**src/rtl/conv_seq_pkg.sv**
```systemverilog
// Shared definitions for the conv tile sequencer: tile geometry, core inst
// word bit positions, FSM state encoding and the registered output bundle.
package conv_seq_pkg;

  // Tile geometry for the 8x8 weight-stationary core and a 6x6 / 3x3 conv.
  localparam int unsigned COL         = 8;
  localparam int unsigned ROW         = 8;
  localparam int unsigned LEN_NIJ     = 36;
  localparam int unsigned IW          = 6;
  localparam int unsigned K           = 3;
  localparam int unsigned LEN_KIJ     = 9;
  localparam int unsigned LEN_ONIJ    = 16;
  localparam int unsigned OW          = 4;
  localparam int unsigned PSUM_STRIDE = 37;
  localparam int unsigned RST_CYC     = 11;
  localparam int unsigned GAP_CYC     = 11;
  localparam logic [10:0] WBASE       = 11'd1024;

  // Core inst word layout, MSB first.
  localparam int ACC_B  = 33;
  localparam int CENP_B = 32;
  localparam int WENP_B = 31;
  localparam int AP_LSB = 20;  // A_p occupies [30:20]
  localparam int CENX_B = 19;
  localparam int WENX_B = 18;
  localparam int AX_LSB = 7;   // A_x occupies [17:7]
  localparam int OFRD_B = 6;
  localparam int IFWR_B = 5;
  localparam int IFRD_B = 4;
  localparam int L0RD_B = 3;
  localparam int L0WR_B = 2;
  localparam int EXEC_B = 1;
  localparam int LOAD_B = 0;

  // Both memories disabled and in read mode, all strobes low.
  localparam logic [33:0] INST_IDLE = 34'h1_800C_0000;

  typedef enum logic [3:0] {
    IDLE, KRST, WL0, LOAD, GAP, AL0, EXEC, DRAIN, OWAIT, OFIFO, ACC, DONE
  } state_e;

  // Everything that leaves the block through a register, except kij_idx.
  typedef struct packed {
    logic [33:0] inst;
    logic        core_rst;
    logic        busy;
    logic        done;
    logic        out_valid;
    logic [3:0]  out_idx;
  } out_t;

  localparam out_t OUT_IDLE = '{
    inst:      INST_IDLE,
    core_rst:  1'b0,
    busy:      1'b0,
    done:      1'b0,
    out_valid: 1'b0,
    out_idx:   4'd0
  };

endpackage

```
**src/rtl/psum_addr_gen.sv**
```systemverilog
// pmem address of the psum that kernel tap j contributes to output pixel o:
// the kij block base plus the input-grid position under that tap.
module psum_addr_gen
  import conv_seq_pkg::*;
(
  input  logic [3:0]  o_i,
  input  logic [3:0]  j_i,
  output logic [10:0] a_p_o
);

  logic [10:0] o_w;
  logic [10:0] j_w;
  logic [10:0] row_w;
  logic [10:0] col_w;

  assign o_w   = {7'd0, o_i};
  assign j_w   = {7'd0, j_i};
  assign row_w = o_w / 11'(OW) + j_w / 11'(K);
  assign col_w = o_w % 11'(OW) + j_w % 11'(K);

  // All terms stay well inside 11 bits for the supported geometry.
  assign a_p_o = j_w * 11'(PSUM_STRIDE) + row_w * 11'(IW) + col_w;

endmodule

```
**src/rtl/conv_seq_ctrl.sv**
```systemverilog
// Autonomous sequencer for one 3x3 conv tile on the 8x8 core. Per kernel tap
// it clears the core, loads weights, streams activations, drains the OFIFO
// into pmem; after the last tap it accumulates psums per output pixel.
// Outputs are decoded from next-state values and registered, so every output
// lines up with the state the FSM is in during that cycle.
module conv_seq_ctrl
  import conv_seq_pkg::*;
(
  input  logic        clk,
  input  logic        reset,        // asynchronous, active low
  input  logic        start,
  input  logic        abort,
  input  logic        ofifo_valid,
  output logic [33:0] inst,
  output logic        core_rst,
  output logic        busy,
  output logic        done,
  output logic        out_valid,
  output logic [3:0]  out_idx,
  output logic [3:0]  kij_idx
);

  state_e      state_q, state_d;
  logic [5:0]  t_q, t_d;        // phase counter shared by the per-kij phases
  logic [3:0]  kij_q, kij_d;    // kernel tap
  logic [3:0]  o_q, o_d;        // output pixel during ACC
  logic [3:0]  c_q, c_d;        // cycle within an ACC slot
  out_t        out_q, out_d;
  logic [3:0]  acc_j;
  logic [10:0] acc_ap;

  // Slot cycle c reads tap c-1; only meaningful for c = 1..LEN_KIJ.
  assign acc_j = c_d - 4'd1;

  psum_addr_gen u_psum_addr_gen (
    .o_i   (o_d),
    .j_i   (acc_j),
    .a_p_o (acc_ap)
  );

  // Next-state logic: phase lengths, kij/pixel stepping, abort override.
  always_comb begin
    // NOTE: every signal written here gets a default first, so no path can leave one unassigned and infer a latch.
    state_d = state_q;
    t_d     = t_q + 6'd1;
    kij_d   = kij_q;
    o_d     = o_q;
    c_d     = c_q;
    unique case (state_q)
      IDLE: begin
        t_d = '0;
        if (start) begin
          state_d = KRST;
          kij_d   = '0;
        end
      end
      KRST:  if (t_q == 6'(RST_CYC - 1))      begin state_d = WL0;   t_d = '0; end
      WL0:   if (t_q == 6'(COL))              begin state_d = LOAD;  t_d = '0; end
      LOAD:  if (t_q == 6'(COL - 1))          begin state_d = GAP;   t_d = '0; end
      GAP:   if (t_q == 6'(GAP_CYC - 1))      begin state_d = AL0;   t_d = '0; end
      AL0:   if (t_q == 6'(LEN_NIJ))          begin state_d = EXEC;  t_d = '0; end
      EXEC:  if (t_q == 6'(LEN_NIJ - 1))      begin state_d = DRAIN; t_d = '0; end
      DRAIN: if (t_q == 6'(ROW + COL - 1))    begin state_d = OWAIT; t_d = '0; end
      OWAIT: begin
        // Unbounded wait: the core must eventually present its outputs.
        t_d = '0;
        if (ofifo_valid) state_d = OFIFO;
      end
      OFIFO: begin
        if (t_q == 6'(PSUM_STRIDE - 1)) begin
          t_d = '0;
          if (kij_q == 4'(LEN_KIJ - 1)) begin
            state_d = ACC;
            o_d     = '0;
            c_d     = '0;
          end else begin
            state_d = KRST;
            kij_d   = kij_q + 4'd1;
          end
        end
      end
      ACC: begin
        t_d = '0;
        if (c_q == 4'(LEN_KIJ + 2)) begin
          c_d = '0;
          if (o_q == 4'(LEN_ONIJ - 1)) state_d = DONE;
          else                         o_d = o_q + 4'd1;
        end else begin
          c_d = c_q + 4'd1;
        end
      end
      DONE:    state_d = IDLE;
      default: state_d = IDLE;
    endcase

    // Abort overrides every transition, including a start in IDLE.
    if (abort) state_d = IDLE;
    if (state_d == IDLE) begin
      t_d   = '0;
      kij_d = '0;
      o_d   = '0;
      c_d   = '0;
    end
  end

  // Output decode from the upcoming state and counters.
  always_comb begin
    out_d      = OUT_IDLE;
    out_d.busy = (state_d != IDLE);
    case (state_d)
      KRST: out_d.core_rst = 1'b1;
      WL0: begin
        out_d.inst[CENX_B]          = 1'b0;
        out_d.inst[AX_LSB +: 11]    = WBASE + 11'(kij_d) * 11'(COL) + 11'(t_d);
        out_d.inst[L0WR_B]          = (t_d != '0);
      end
      LOAD: begin
        out_d.inst[L0RD_B] = 1'b1;
        out_d.inst[LOAD_B] = 1'b1;
      end
      AL0: begin
        out_d.inst[CENX_B]       = 1'b0;
        out_d.inst[AX_LSB +: 11] = 11'(t_d);
        out_d.inst[L0WR_B]       = (t_d != '0);
      end
      EXEC: begin
        out_d.inst[EXEC_B] = 1'b1;
        out_d.inst[L0RD_B] = 1'b1;
      end
      OFIFO: begin
        out_d.inst[OFRD_B]       = 1'b1;
        out_d.inst[CENP_B]       = 1'b0;
        out_d.inst[WENP_B]       = 1'b0;
        out_d.inst[AP_LSB +: 11] = 11'(kij_d) * 11'(PSUM_STRIDE) + 11'(t_d);
      end
      ACC: begin
        if (c_d == 4'd0) out_d.core_rst = 1'b1;
        if (c_d >= 4'd1 && c_d <= 4'(LEN_KIJ)) begin
          out_d.inst[CENP_B]       = 1'b0;
          out_d.inst[AP_LSB +: 11] = acc_ap;
        end
        // pmem read data arrives one cycle after the address.
        out_d.inst[ACC_B] = (c_d >= 4'd2 && c_d <= 4'(LEN_KIJ + 1));
        if (c_d == 4'(LEN_KIJ + 2)) begin
          out_d.out_valid = 1'b1;
          out_d.out_idx   = o_d;
        end
      end
      DONE: out_d.done = 1'b1;
      default: ;
    endcase
    // The IFIFO is never used and xmem is only ever read.
    out_d.inst[IFWR_B] = 1'b0;
    out_d.inst[IFRD_B] = 1'b0;
    out_d.inst[WENX_B] = 1'b1;
  end

  // State, counter and output registers.
  always_ff @(posedge clk or negedge reset) begin
    if (!reset) begin
      state_q <= IDLE;
      t_q     <= '0;
      kij_q   <= '0;
      o_q     <= '0;
      c_q     <= '0;
      out_q   <= OUT_IDLE;
    end else begin
      // NOTE: non-blocking assignments so every register here samples pre-edge values regardless of statement order.
      state_q <= state_d;
      t_q     <= t_d;
      kij_q   <= kij_d;
      o_q     <= o_d;
      c_q     <= c_d;
      out_q   <= out_d;
    end
  end

  assign inst      = out_q.inst;
  assign core_rst  = out_q.core_rst;
  assign busy      = out_q.busy;
  assign done      = out_q.done;
  assign out_valid = out_q.out_valid;
  assign out_idx   = out_q.out_idx;
  assign kij_idx   = kij_q;

endmodule

```
**config.mk**
```make
export PLATFORM = sky130hd
export DESIGN_NAME = conv_seq_ctrl
export DESIGN_NICKNAME = d
export VERILOG_FILES = /design/src/rtl/conv_seq_pkg.sv /design/src/rtl/psum_addr_gen.sv /design/src/rtl/conv_seq_ctrl.sv
export SDC_FILE = /design/constraint.sdc
export NUM_CORES = 1
export LEC_CHECK = 0
export BUFFER_PORTS_ARGS = -buffer_cell sky130_fd_sc_hd__buf_4
export CORE_MARGIN = 10
export CORE_UTILIZATION = 65
export DETAILED_ROUTE_END_ITERATION = 8
export PLACE_DENSITY = 0.93
export REMOVE_ABC_BUFFERS = 1
export SLEW_MARGIN = 20
export SYNTH_ARGS = -nofsm -noshare
export SYNTH_HDL_FRONTEND = slang
export SYNTH_HIERARCHICAL = 1
export SYNTH_SLANG_ARGS = --single-unit
```
**constraint.sdc**
```tcl
create_clock -name clk -period 17.76 [get_ports clk]
set_clock_uncertainty 0.15 [all_clocks]
set_input_delay 0.888 -clock clk [delete_from_list [all_inputs] [get_ports clk]]
set_output_delay 0.888 -clock clk [all_outputs]
set_load 0.05 [all_outputs]
```
==> summary.md <==
| Metric | Value |
|---|---|
| Status | finished clean |
| Die X | roughly 110 um |
| Reg area | approximately 1500 um2 |
| Leak pwr | 2.942 nW |
| Port Buf Inserts | 45 |
| Vias in the first global route | between 4k and 5k |
| Global-route wire length before repair | between 20 and 25 mm |
| Worst setup EP type | register |
| Initial Utilization | 67.60% |
| Worst endpoint data arrival time | between 10 and 15 ns |
| Worst-Margin Slew | roughly 1.1 ns |
| Number of flops mapped to enable cells by yosys | 0 |
| Top Ports | 51 |
| Slowest cell on crit path | nor2_1 |
| Total GRT Usage | ~23% |
| Post-synth top flop | dfrtp_1 |
| Post-CTS sizing | 0 |
| Die height | around 110 um |
| Tcrit/Tclk final | around three fifths |
| Routed len/inst | between 15 and 20 um |
| Final Hold Viols | 0 |
| Worst r2r src | t_q[0] |
| Seq/Total Area, Yosys | between 20% and 30% |
| Synthesized cell area | 5278 um2 |
| Multi-input gate area | between 3000 and 4000 um2 |
| Minimum clock period | 10.57 ns |
| Avg Inst Size Synth | ~9 um2 |
| Critical path launch point type | register |
| Setup TNS | 0 ns |
| CTS Hold Buffers Added | 0 |
| FF+latch count, synth | about 60 |
| Fillers | ~560 |
| CTS root buf | clkbuf_8 |
| CP Data Required Time | about 18 ns |
| Hold Path Class | register to register |
| WHS Path Cells | 1 |
| Top cell type's share of synthesized area | 26.55% |
| WL final | approximately 14 mm |
| Sink Count | 59 |
| Synth-to-Final Area Change | 9.127% |
| Setup violations, final | 0 |
| Drt first pass iters | 5 |
| Largest net degree at the start of global routing | 60 |
| Worst R2R Setup Slack | 7.19 ns |
| Num CTS Buffers | 9 |
| Final Max Tran Viols | 0 |
| Commonest cells in the netlist | ha_1, dfrtp_1, inv_1, nor2_1, a21oi_1 |
| Peak Freq | 94.62 MHz |
| Die Area | ~12000 um2 |
| Post-route antenna net violation count | 0 |
| Grt total ovfl | 0 |
| Layout Nets | 687 |
| Slew headroom | between 20 and 30% |
| Initial antenna violation count | 0 |
| Postcts setup bufs | 0 |
| Core area | approximately 7800 um2 |
| VDD IR max | around 44 uV |
| Largest area contributor in the netlist | dfrtp_1 |
| Async SR Flop Fraction | 100.0% |
| CP Class | register to register |
| Critical R2R Capture | inst[29] |
| # Max-Cap Violations | 0 |
| Top cell by count, worst path | ha_1 |
| Max incr delay on CP | approximately 0.82 ns |
| Ranking of synthesized cells by area | dfrtp_1, ha_1, fa_1 |
| Initial drt markers | 312 |
| H-tree depth | 3 |
| Gpl congestion | 0.9669 |
| Max FO, Critical Path | 16 |
| Clock transition at path regs | roughly 0.070 ns |
| Reg2reg path depth | 36 |
| Drt via density | between 6 and 7 |
| Share of post-route cells with drive strength above 1 | ~15% |
| Pwr dens | roughly 48 nW/um2 |
| Final Core Density | 73.77% |
| Worst skew pair latency | ~0.35 ns |
| Diodes inserted | 0 |
| CTS Buffer Depth | 2 |
| CTS tree | built |
| Top-count cell post-synth | ha_1 |
| Cells after Synth | about 580 |
| Yosys cell types | just under 80 |
| Via Count | 4658 |
| Sink of the worst hold path | inst[7] |
| Crit. Startpoint | t_q[0] |
| Hpwl dp | 10.39 mm |
| Hold Startpoint | t_q[0] |
| DRC | 0 |
| Final Power | about 0.27 mW |
| Rows | 32 |
| Unrepaired setup endpoints after global routing | no |
| YS warnings | 6 |
## layer usage
metal / global-route usage (%) / up-vias / wire [um]
met2: 39.59 / 238 / 6664
met4: 10.64 / 0 / 532
met1: 27.12 / 2222 / 5482
met5: 0 / - / 0
li1: - / 2141 / -
met3: 5.165 / 57 / 1133
## state kept, by name, indices dropped and copies added (netlist names), 4 cells and up
signal,cells
c_q,4
inst,29
kij_idx,4
o_q,4
out_idx,4
state_q,4
t_q,6
## logic make-up after synthesis
group                    Yosys count  share of synthesized area (%)
buffers and inverters             76                          6.472
other                              2                         0.1423
AND/OR/NAND/NOR                  181                          19.80
flip-flops                        59                          28.05
multiplexers                       8                          1.659
AO/OA/AOI/OAI                    147                          19.63
XOR/XNOR                          33                          5.477
adder cells (fa/ha/maj)           72                          18.78
## where the power goes
| part | leakage [nW] | switching [mW] | total (mW) | internal [mW] |
|---|---|---|---|---|
| combinational | 2.05 | 0.0209 | 0.0288 | 0.00786 |
| clock | 0.0831 | 0.0561 | 0.106 | 0.0501 |
| sequential | 0.807 | 0.00262 | 0.139 | 0.136 |
## placed cells by master (no fill, tap or decap), types with 16 or more instances in the layout
| cell type | n |
|---|---|
| a21oi_1 | 33 |
| buf_4 | 45 |
| dfrtp_1 | 56 |
| ha_1 | 60 |
| inv_1 | 46 |
| nand2_1 | 30 |
| nor2_1 | 40 |
| nor3_1 | 16 |
| o21ai_0 | 23 |
| xnor2_1 | 21 |
## final cells by class
| type | count | share of cell area, % |
|---|---|---|
| sequential | 59 | 25.70 |
| clock buffer | 11 | 2.281 |
| timing repair buffer | 45 | 5.866 |
| clock inverter | 5 | 0.5431 |
| tap | 102 | 2.216 |
| inverter | 49 | 3.194 |
| multi-input combinational | 446 | 60.20 |
## worst max-delay path by stage
stage	to	slack (ns)
floorplan	inst[29]	8.59
global placement	inst[30]	7.72
detailed placement	inst[30]	7.35
CTS	inst[30]	7.37
global route	inst[30]	6.37
finish	inst[29]	7.19
## per-stage QoR
stage / cells / setup slack [ns] / instance area (um2) / hold slack [ns]
2_1_floorplan: 554 / 8.591 / 5131 / 0.3314
3_5_place_dp: 701 / 7.354 / 5597 / 0.3839
4_1_cts: 717 / 7.368 / 5759 / 0.3899
5_1_grt: 717 / 6.373 / 5759 / 0.4418
3_3_place_gp: 701 / 7.724 / 5597 / 0.3746
6_report: 717 / 7.191 / 5759 / 0.4069
## worst max-delay path, delay by kind of cell (launching register included)
kind            cells  cell delay, ns
compound gates     12            2.36
mux                 1            0.27
fa+ha+maj           9            2.82
flops               1            0.44
simple gates        7            2.66
buf+inv             4            0.46
xor+xnor            3            1.29
Note: power is estimated with default switching activity, not from simulation.
